[src/rtl/timer_pkg.sv]
// Shared constants and elaboration-time helpers for the game timer bank.
package timer_pkg;

    localparam logic MODE_ONESHOT  = 1'b0;
    localparam logic MODE_PERIODIC = 1'b1;

    function automatic int calc_div(input int clk_hz, input int tick_hz);
        return clk_hz / tick_hz;
    endfunction

    // Bits needed to hold 0..n-1, never fewer than one.
    function automatic int clog2_min1(input int n);
        int w;
        w = 1;
        while ((1 << w) < n) w++;
        return w;
    endfunction

endpackage

[src/rtl/tick_prescaler.sv]
// Free-running divider: o_Tick is high for one clk_50M cycle out of every DIV.
module tick_prescaler import timer_pkg::*; #(
    parameter int CLK_HZ  = 50_000_000,
    parameter int TICK_HZ = 2_000
) (
    input  logic clk_50M,
    input  logic i_Reset,
    output logic o_Tick
);

    localparam int DIV = calc_div(CLK_HZ, TICK_HZ);
    localparam int PW  = clog2_min1(DIV);
    localparam logic [PW-1:0] LAST = PW'(DIV - 1);

    logic [PW-1:0] presc_q;

    // NOTE: reset is sampled on the clock edge (synchronous), so it lives inside
    // the posedge branch rather than in the sensitivity list.
    always_ff @(posedge clk_50M) begin
        if (i_Reset)
            presc_q <= '0;
        else if (presc_q == LAST)
            presc_q <= '0;
        else
            presc_q <= presc_q + 1'b1;
    end

    assign o_Tick = (presc_q == LAST);

endmodule

[src/rtl/timer_bank.sv]
// Bank of N_CH independent one-shot/periodic timers sharing one tick prescaler.
module timer_bank import timer_pkg::*; #(
    parameter int CLK_HZ  = 50_000_000,
    parameter int TICK_HZ = 2_000,
    parameter int N_CH    = 4,
    parameter int WIDTH   = 12
) (
    input  logic                  clk_50M,
    input  logic                  i_Reset,
    input  logic [N_CH-1:0]       i_Start,
    input  logic [N_CH-1:0]       i_Stop,
    input  logic [N_CH-1:0]       i_Clear,
    input  logic [N_CH-1:0]       i_Mode,
    input  logic [N_CH*WIDTH-1:0] i_Limit,
    output logic [N_CH*WIDTH-1:0] o_Count,
    output logic [N_CH-1:0]       o_Busy,
    output logic [N_CH-1:0]       o_Done,
    output logic [N_CH-1:0]       o_Expire,
    output logic                  o_Tick
);

    localparam int DIV = calc_div(CLK_HZ, TICK_HZ);

    if (DIV < 2) begin : g_bad_div
        $error("timer_bank: CLK_HZ/TICK_HZ must be at least 2");
    end
    if (N_CH < 1 || N_CH > 8) begin : g_bad_nch
        $error("timer_bank: N_CH must be within 1..8");
    end

    logic tick;

    tick_prescaler #(
        .CLK_HZ (CLK_HZ),
        .TICK_HZ(TICK_HZ)
    ) u_prescaler (
        .clk_50M(clk_50M),
        .i_Reset(i_Reset),
        .o_Tick (tick)
    );

    assign o_Tick = tick;

    for (genvar k = 0; k < N_CH; k++) begin : g_ch
        logic [WIDTH-1:0] count_q, limit_q, limit_in, count_inc;
        logic             mode_q, busy_q, done_q, expire_q;

        assign limit_in  = i_Limit[k*WIDTH +: WIDTH];
        assign count_inc = count_q + 1'b1;

        // Clear > stop > start > tick; expire is gated by its own previous value
        // so a held start with limit 0 cannot pulse on consecutive cycles.
        // NOTE: all state here uses non-blocking assignments so every channel
        // reads pre-edge values regardless of statement order.
        always_ff @(posedge clk_50M) begin
            if (i_Reset) begin
                count_q  <= '0;
                limit_q  <= '0;
                mode_q   <= MODE_ONESHOT;
                busy_q   <= 1'b0;
                done_q   <= 1'b0;
                expire_q <= 1'b0;
            end else begin
                expire_q <= 1'b0;
                if (i_Clear[k]) begin
                    count_q <= '0;
                    busy_q  <= 1'b0;
                    done_q  <= 1'b0;
                end else if (i_Stop[k]) begin
                    busy_q <= 1'b0;
                end else if (i_Start[k]) begin
                    count_q <= '0;
                    limit_q <= limit_in;
                    mode_q  <= i_Mode[k];
                    if (limit_in == '0) begin
                        busy_q   <= 1'b0;
                        done_q   <= 1'b1;
                        expire_q <= ~expire_q;
                    end else begin
                        busy_q <= 1'b1;
                        done_q <= 1'b0;
                    end
                end else if (tick && busy_q) begin
                    if (count_inc == limit_q) begin
                        expire_q <= ~expire_q;
                        done_q   <= 1'b1;
                        if (mode_q == MODE_PERIODIC) begin
                            count_q <= '0;
                        end else begin
                            count_q <= limit_q;
                            busy_q  <= 1'b0;
                        end
                    end else begin
                        count_q <= count_inc;
                    end
                end
            end
        end

        assign o_Count[k*WIDTH +: WIDTH] = count_q;
        assign o_Busy[k]   = busy_q;
        assign o_Done[k]   = done_q;
        assign o_Expire[k] = expire_q;
    end

endmodule

[config.mk]
export PLATFORM = sky130hd
export DESIGN_NAME = timer_bank
export DESIGN_NICKNAME = d
export VERILOG_FILES = /design/src/rtl/timer_pkg.sv /design/src/rtl/tick_prescaler.sv /design/src/rtl/timer_bank.sv
export SDC_FILE = /design/constraint.sdc
export NUM_CORES = 1
export LEC_CHECK = 0
export BUFFER_PORTS_ARGS = -buffer_cell sky130_fd_sc_hd__buf_2
export CORE_ASPECT_RATIO = 0.7
export CORE_MARGIN = 2
export CORE_UTILIZATION = 56
export CTS_BUF_LIST = sky130_fd_sc_hd__clkbuf_4
export DETAILED_ROUTE_END_ITERATION = 10
export MAX_ROUTING_LAYER = met4
export PLACE_DENSITY = 0.79
export SLEW_MARGIN = 5
export SYNTH_ARGS = -nofsm -noshare
export SYNTH_HDL_FRONTEND = slang
export SYNTH_SLANG_ARGS = --single-unit
[constraint.sdc]
create_clock -name clk_50M -period 3.85 [get_ports clk_50M]
set_clock_uncertainty 0.2 [all_clocks]
set_input_delay 0.77 -clock clk_50M [delete_from_list [all_inputs] [get_ports clk_50M]]
set_output_delay 0.77 -clock clk_50M [all_outputs]
set_load 0.1 [all_outputs]
==> Word level (Yosys, flattened, before mapping) <==
Index checks and enable logic that the tools add are counted.
{ "word_totals": {"regBits": 127, "n_memories": 0, "ram_bits": 0, "elab_cells": 160, "romBits": 0, "latch_bits": 0} }
{ "op_classes": {"n_bitwise": 12, "muxes": 68, "n_eq_ne": 9, "n_div": 0, "n_addsub": 5, "magnitude_cmp": 0, "n_reduce_logical": 41, "n_shift": 0, "n_mul": 0} }
{ "op_table": {"columns": ["op", "count"], "rows": [
  ["two-way mux 12 bit", 16],
  ["two-way mux 1 bit", 52],
  ["adder 12 x 1 -> 12 bit (second input constant)", 4],
  ["equality test 12 bit", 4],
  ["zero test 12 bit", 4],
  ["AND reduction 3 bit", 12],
  ["nonzero test 2 bit", 8],
  ["adder 15 x 1 -> 15 bit (second input constant)", 1],
  ["equality test 15 bit (second input constant)", 1],
  ["inverter 1 bit", 12],
  ["OR reduction 3 bit", 4],
  ["OR reduction 2 bit", 5],
  ["inequality test 2 bit (second input constant)", 4],
  ["AND reduction 2 bit", 4],
  ["logical AND 1 bit", 4]
]} }

==> Logic depth before layout (Yosys ltp) <==
{ "depth": {"depth_word": 5, "mapped_depth": 11} }

==> Modules after synthesis <==
From an unflattened synthesis, not the netlist that was laid out.
{ "hier_totals": {"cells_unflattened": 1068, "hier_area_um2": 8239.2} }
{ "by_module_without_submodules": {"columns": ["mod", "cells_each", "area_per_inst_um2", "n_inst"], "rows": [
  ["timer_bank", 989, 7448.4, 1],
  ["tick_prescaler", 79, 790.8, 1]
]} }

==> Worst setup path before layout <==
Ideal clock, no wire load.
{ "synth_timing": {"kind": "register to register", "from": "reg g_ch[0].count_q[0]", "to": "reg g_ch[0].busy_q", "path_buffers": 2, "arrival_ps": 3318, "setup_ps": 137, "setup_slack_ps": 195, "required_time_ps": 3513, "stages_incl_launch_ff": 11, "cell_sequence": "dfxtp_1 > ha_1 > clkbuf_1 > xor3_1 > or3_1 > a21oi_1 > a211oi_1 > or4_1 > buf_2 > o311ai_2 > a211oi_1"} }
{ "synth_via": {"elab_chain_len": 4} }
{ "synth_rtl": {"columns": ["element", "line_no", "rtl"], "rows": [
  ["start, declared", "timer_bank.sv:45", "logic [WIDTH-1:0] count_q, limit_q, limit_in, count_inc;"],
  ["start signal, assigned", "timer_bank.sv:90", "count_q <= limit_q;"],
  ["start signal, assigned", "timer_bank.sv:94", "count_q <= count_inc;"],
  ["adder 12 x 1 -> 12 bit", "timer_bank.sv:49", "assign count_inc = count_q + 1'b1;"],
  ["equality test 12 bit", "timer_bank.sv:84", "if (count_inc == limit_q) begin"],
  ["nonzero test 2 bit (no source line)", null, null],
  ["AND reduction 3 bit (no source line)", null, null],
  ["end signal, assigned", "timer_bank.sv:60", "busy_q <= 1'b0;"],
  ["end signal, assigned", "timer_bank.sv:80", "busy_q <= 1'b1;"],
  ["end signal, assigned", "timer_bank.sv:91", "busy_q <= 1'b0;"],
  ["end, declared", "timer_bank.sv:46", "logic mode_q, busy_q, done_q, expire_q;"]
]} }
Every way passes these cells.
A chain may end at the register's enable or synchronous reset.

==> Worst setup path after layout <==
{ "layout_timing": {"from": "reg u_prescaler.presc_q[0]", "to": "out o_Tick"} }
{ "layout_via": {"elab_chain_len": 1} }
{ "layout_rtl": {"columns": ["element", "line_no", "rtl"], "rows": [
  ["start, declared", "tick_prescaler.sv:15", "logic [PW-1:0] presc_q;"],
  ["start signal, assigned", "tick_prescaler.sv:25", "presc_q <= presc_q + 1'b1;"],
  ["equality test 15 bit", "tick_prescaler.sv:28", "assign o_Tick = (presc_q == LAST);"],
  ["end, declared", "timer_bank.sv:19", "output logic o_Tick"]
]} }
Every way passes these cells.

==> impl_metrics.tcl <==
set metrics [dict create \
    worstSetupPathType "reg2out" \
    hold_viol_final 0 \
    num_rows 36 \
    setup_violations 0 \
    grt_pass1_wl_um 34200 \
    r2r_slack_ns 0.37 \
    yosysTopAreaCell "dfxtp_1" \
    wl_per_cell_um 16.2 \
    p_leak_nw 3.23 \
    die_area_um2 15100 \
    n_fill_cell 1314 \
    fin_worst_hold_slack_ns 0.239 \
    nets 1176 \
    gp_congestion 0.960 \
    overflow 0 \
    min-delay-start "i_Clear[1]" \
    syn_avg_cell_area_um2 7.71 \
    relSlewSlack_pct 37.2 \
    critPathLaunchType "flop" \
    cp-startpoint "u_prescaler.presc_q[0]$_SDFF_PP0_" \
    final_antenna_net_count 0 \
    synthTopCellsByCount "nand2_1 (178), dfxtp_1 (127), a21oi_1 (90)" \
    yosys.area.top_type_share_pct 32.1 \
    p_per_area_nw_per_um2 282 \
    hpwl_um 15500 \
    cts_max_level 4 \
    antenna_found_initial 1 \
    synth_ff_type "dfxtp_1" \
    syn-num-nets 1097 \
    cts_tree "built" \
    yosys_warnings 0 \
    rr_startpoint "g_ch[0].count_q[0]$_SDFFE_PP0P_" \
    numCtsBuffers 17 \
    drt-initial-drc-count 723 \
    required_ns 2.88 \
    synth_area_leaders "dfxtp_1 (32%), nand2_1 (8.4%), a21oi_1 (5.7%)" \
    async_flop_share_pct 0 \
    synth.most_common_cell "nand2_1" \
    die_h_um 103 \
    timing.max_cap.violations 0 \
    netlist_instances 1026 \
    ys_types 82 \
    viasPerCell 6.00 \
    clk_latency_ns 0.52 \
    root_buffer "clkbuf_4" \
    fp.dieW_um 146 \
    seq_area_frac_synth_pct 32.1 \
    tightest_slew_ns 0.939 \
    hold_path.class "in2reg" \
    totalWireLength_um 21200 \
    clock_path_buffers 2 \
    fin_crit_ns 3.57 \
    num_vias 7845 \
    io_pins 127 \
    portBuffers 126 \
    drt-pass1-iter-count 5 \
    cp.arrival_ns 2.60 \
    path_clk_slew_ns 0.12 \
    syn-cell-area_um2 7920 \
    cts_hold_buffers 0 \
    drc 0 \
    min_period_over_period_pct 92.7 \
    run_status "complete, no violations" \
    critPathCaptureType "output pin" \
    drive_gt1_share_pct 18.0 \
    grt_max_degree 43 \
    final_cell_area_um2 8730 \
    fin_tns_setup_ns 0 \
    core_um2 13900 \
    cp_max_fo 12 \
    cts_setup_buffers 0 \
    ys_seq_elements 127 \
    syn_to_final_growth_pct 10.3 \
    grt_pass1_vias 6699 \
    initial_core_util_pct 57.1 \
    vdd_drop_max_v 0.000133 \
    fmax_ghz 0.280 \
    slew_violations 0 \
    rsz0062_at_grt "no" \
    dpl_cell_area_um2 8480 \
    synth_edf_count 0 \
    grt_use_total_pct 28.7 \
    clkSinkCount 127 \
    ctsResizeCount 0 \
]
-- area by class of cell --
| type | instances | area (µm²) | area share (%) |
|---|---|---|---|
| inverter | 19 | 71.3 | 0.817 |
| clock buffer | 20 | 150 | 1.72 |
| tap | 190 | 238 | 2.72 |
| antenna | 2 | 5.00 | 0.0573 |
| multi-input combinational | 802 | 4900 | 56.2 |
| timing repair buffer | 138 | 721 | 8.26 |
| clock inverter | 9 | 96.3 | 1.10 |
| sequential | 127 | 2540 | 29.1 |
-- through the flow --
step	power [mW]	setup WS, ns	cells	utilization [%]
finish	2.46	0.282	1307	62.9
CTS	2.48	0.225	1305	62.9
global route	2.57	0.0766	1306	62.9
floorplan	1.53	0.195	1026	-
global placement	1.61	0.623	1276	61.1
detailed placement	1.62	0.449	1276	61.1
-- power by group --
group	leakage [nW]	internal [mW]	switching [mW]
sequential	1.03	1.34	0.0263
clock	0.142	0.388	0.484
combinational	2.07	0.0815	0.146
total	3.23	1.81	0.657
-- placed cells by master (no fill, tap or decap), drive strengths merged, types with 5 or more instances in the layout --
cell and n:
inv 18, o31ai 7, nor3b 5, a211oi 16, o21ai 29, nand4b 5
buf 138, nor2 54, xor2 25, nor4 26, dfxtp 127, and2 9
nand3 55, nor3 21, or2 16, nor2b 14, and3 19, nand2b 7
a21oi 90, nand3b 12, ha 5, a21o 11, a31oi 10, nand4 13
xnor2 47, and4 7, clkinv 7, mux2i 16, nand2 178, a32oi 14
or3 16, o41ai 7, clkbuf 20
-- kinds of logic after synthesis --
logic type | count (synthesis) | share of synthesized area [%]
buffers and inverters | 97 | 5.91
multiplexers | 19 | 2.45
AND/OR/NAND/NOR | 472 | 31.0
adder cells (fa/ha/maj) | 5 | 0.790
flip-flops | 127 | 32.1
AO/OA/AOI/OAI | 233 | 19.4
XOR/XNOR | 73 | 8.27
-- path summary, 6_finish.rpt --
| check | end | cells past startpoint |
|---|---|---|
| worst min register to register | g_ch[1].expire_q$_SDFF_PP0_ | 1 |
| worst max-delay path | o_Tick | 5 |
| worst max register to register | g_ch[0].count_q[8]$_SDFFE_PP0P_ | 9 |
| worst min-delay path | g_ch[1].done_q$_SDFFE_PP0P_ | 2 |
-- per-layer routing --
layer  GRT usage [%]  part of all wire, %  vias to the layer above
met2            39.6                   40                      360
met5               -                    0                        -
li1                -                    -                     3849
met4            7.69                  1.6                        0
met3            6.71                  9.7                       31
met1            41.8                   49                     3605
-- registers in the layout, indices dropped and copies added, names as in the netlist --
| register | flops |
|---|---|
| g_ch.count_q | 48 |
| g_ch.busy_q | 4 |
| g_ch.mode_q | 4 |
| g_ch.done_q | 4 |
| u_prescaler.presc_q | 15 |
| g_ch.limit_q | 48 |
| g_ch.expire_q | 4 |
-- critical path, cell delays in order, from the launching register on --
cell and delay, ns:
dfxtp_1 0.38, ha_1 0.22, nor4bb_1 0.29, nand4_1 0.26
inv_1 0.43, buf_2 0.51
Note: power is estimated with default switching activity, not from simulation.
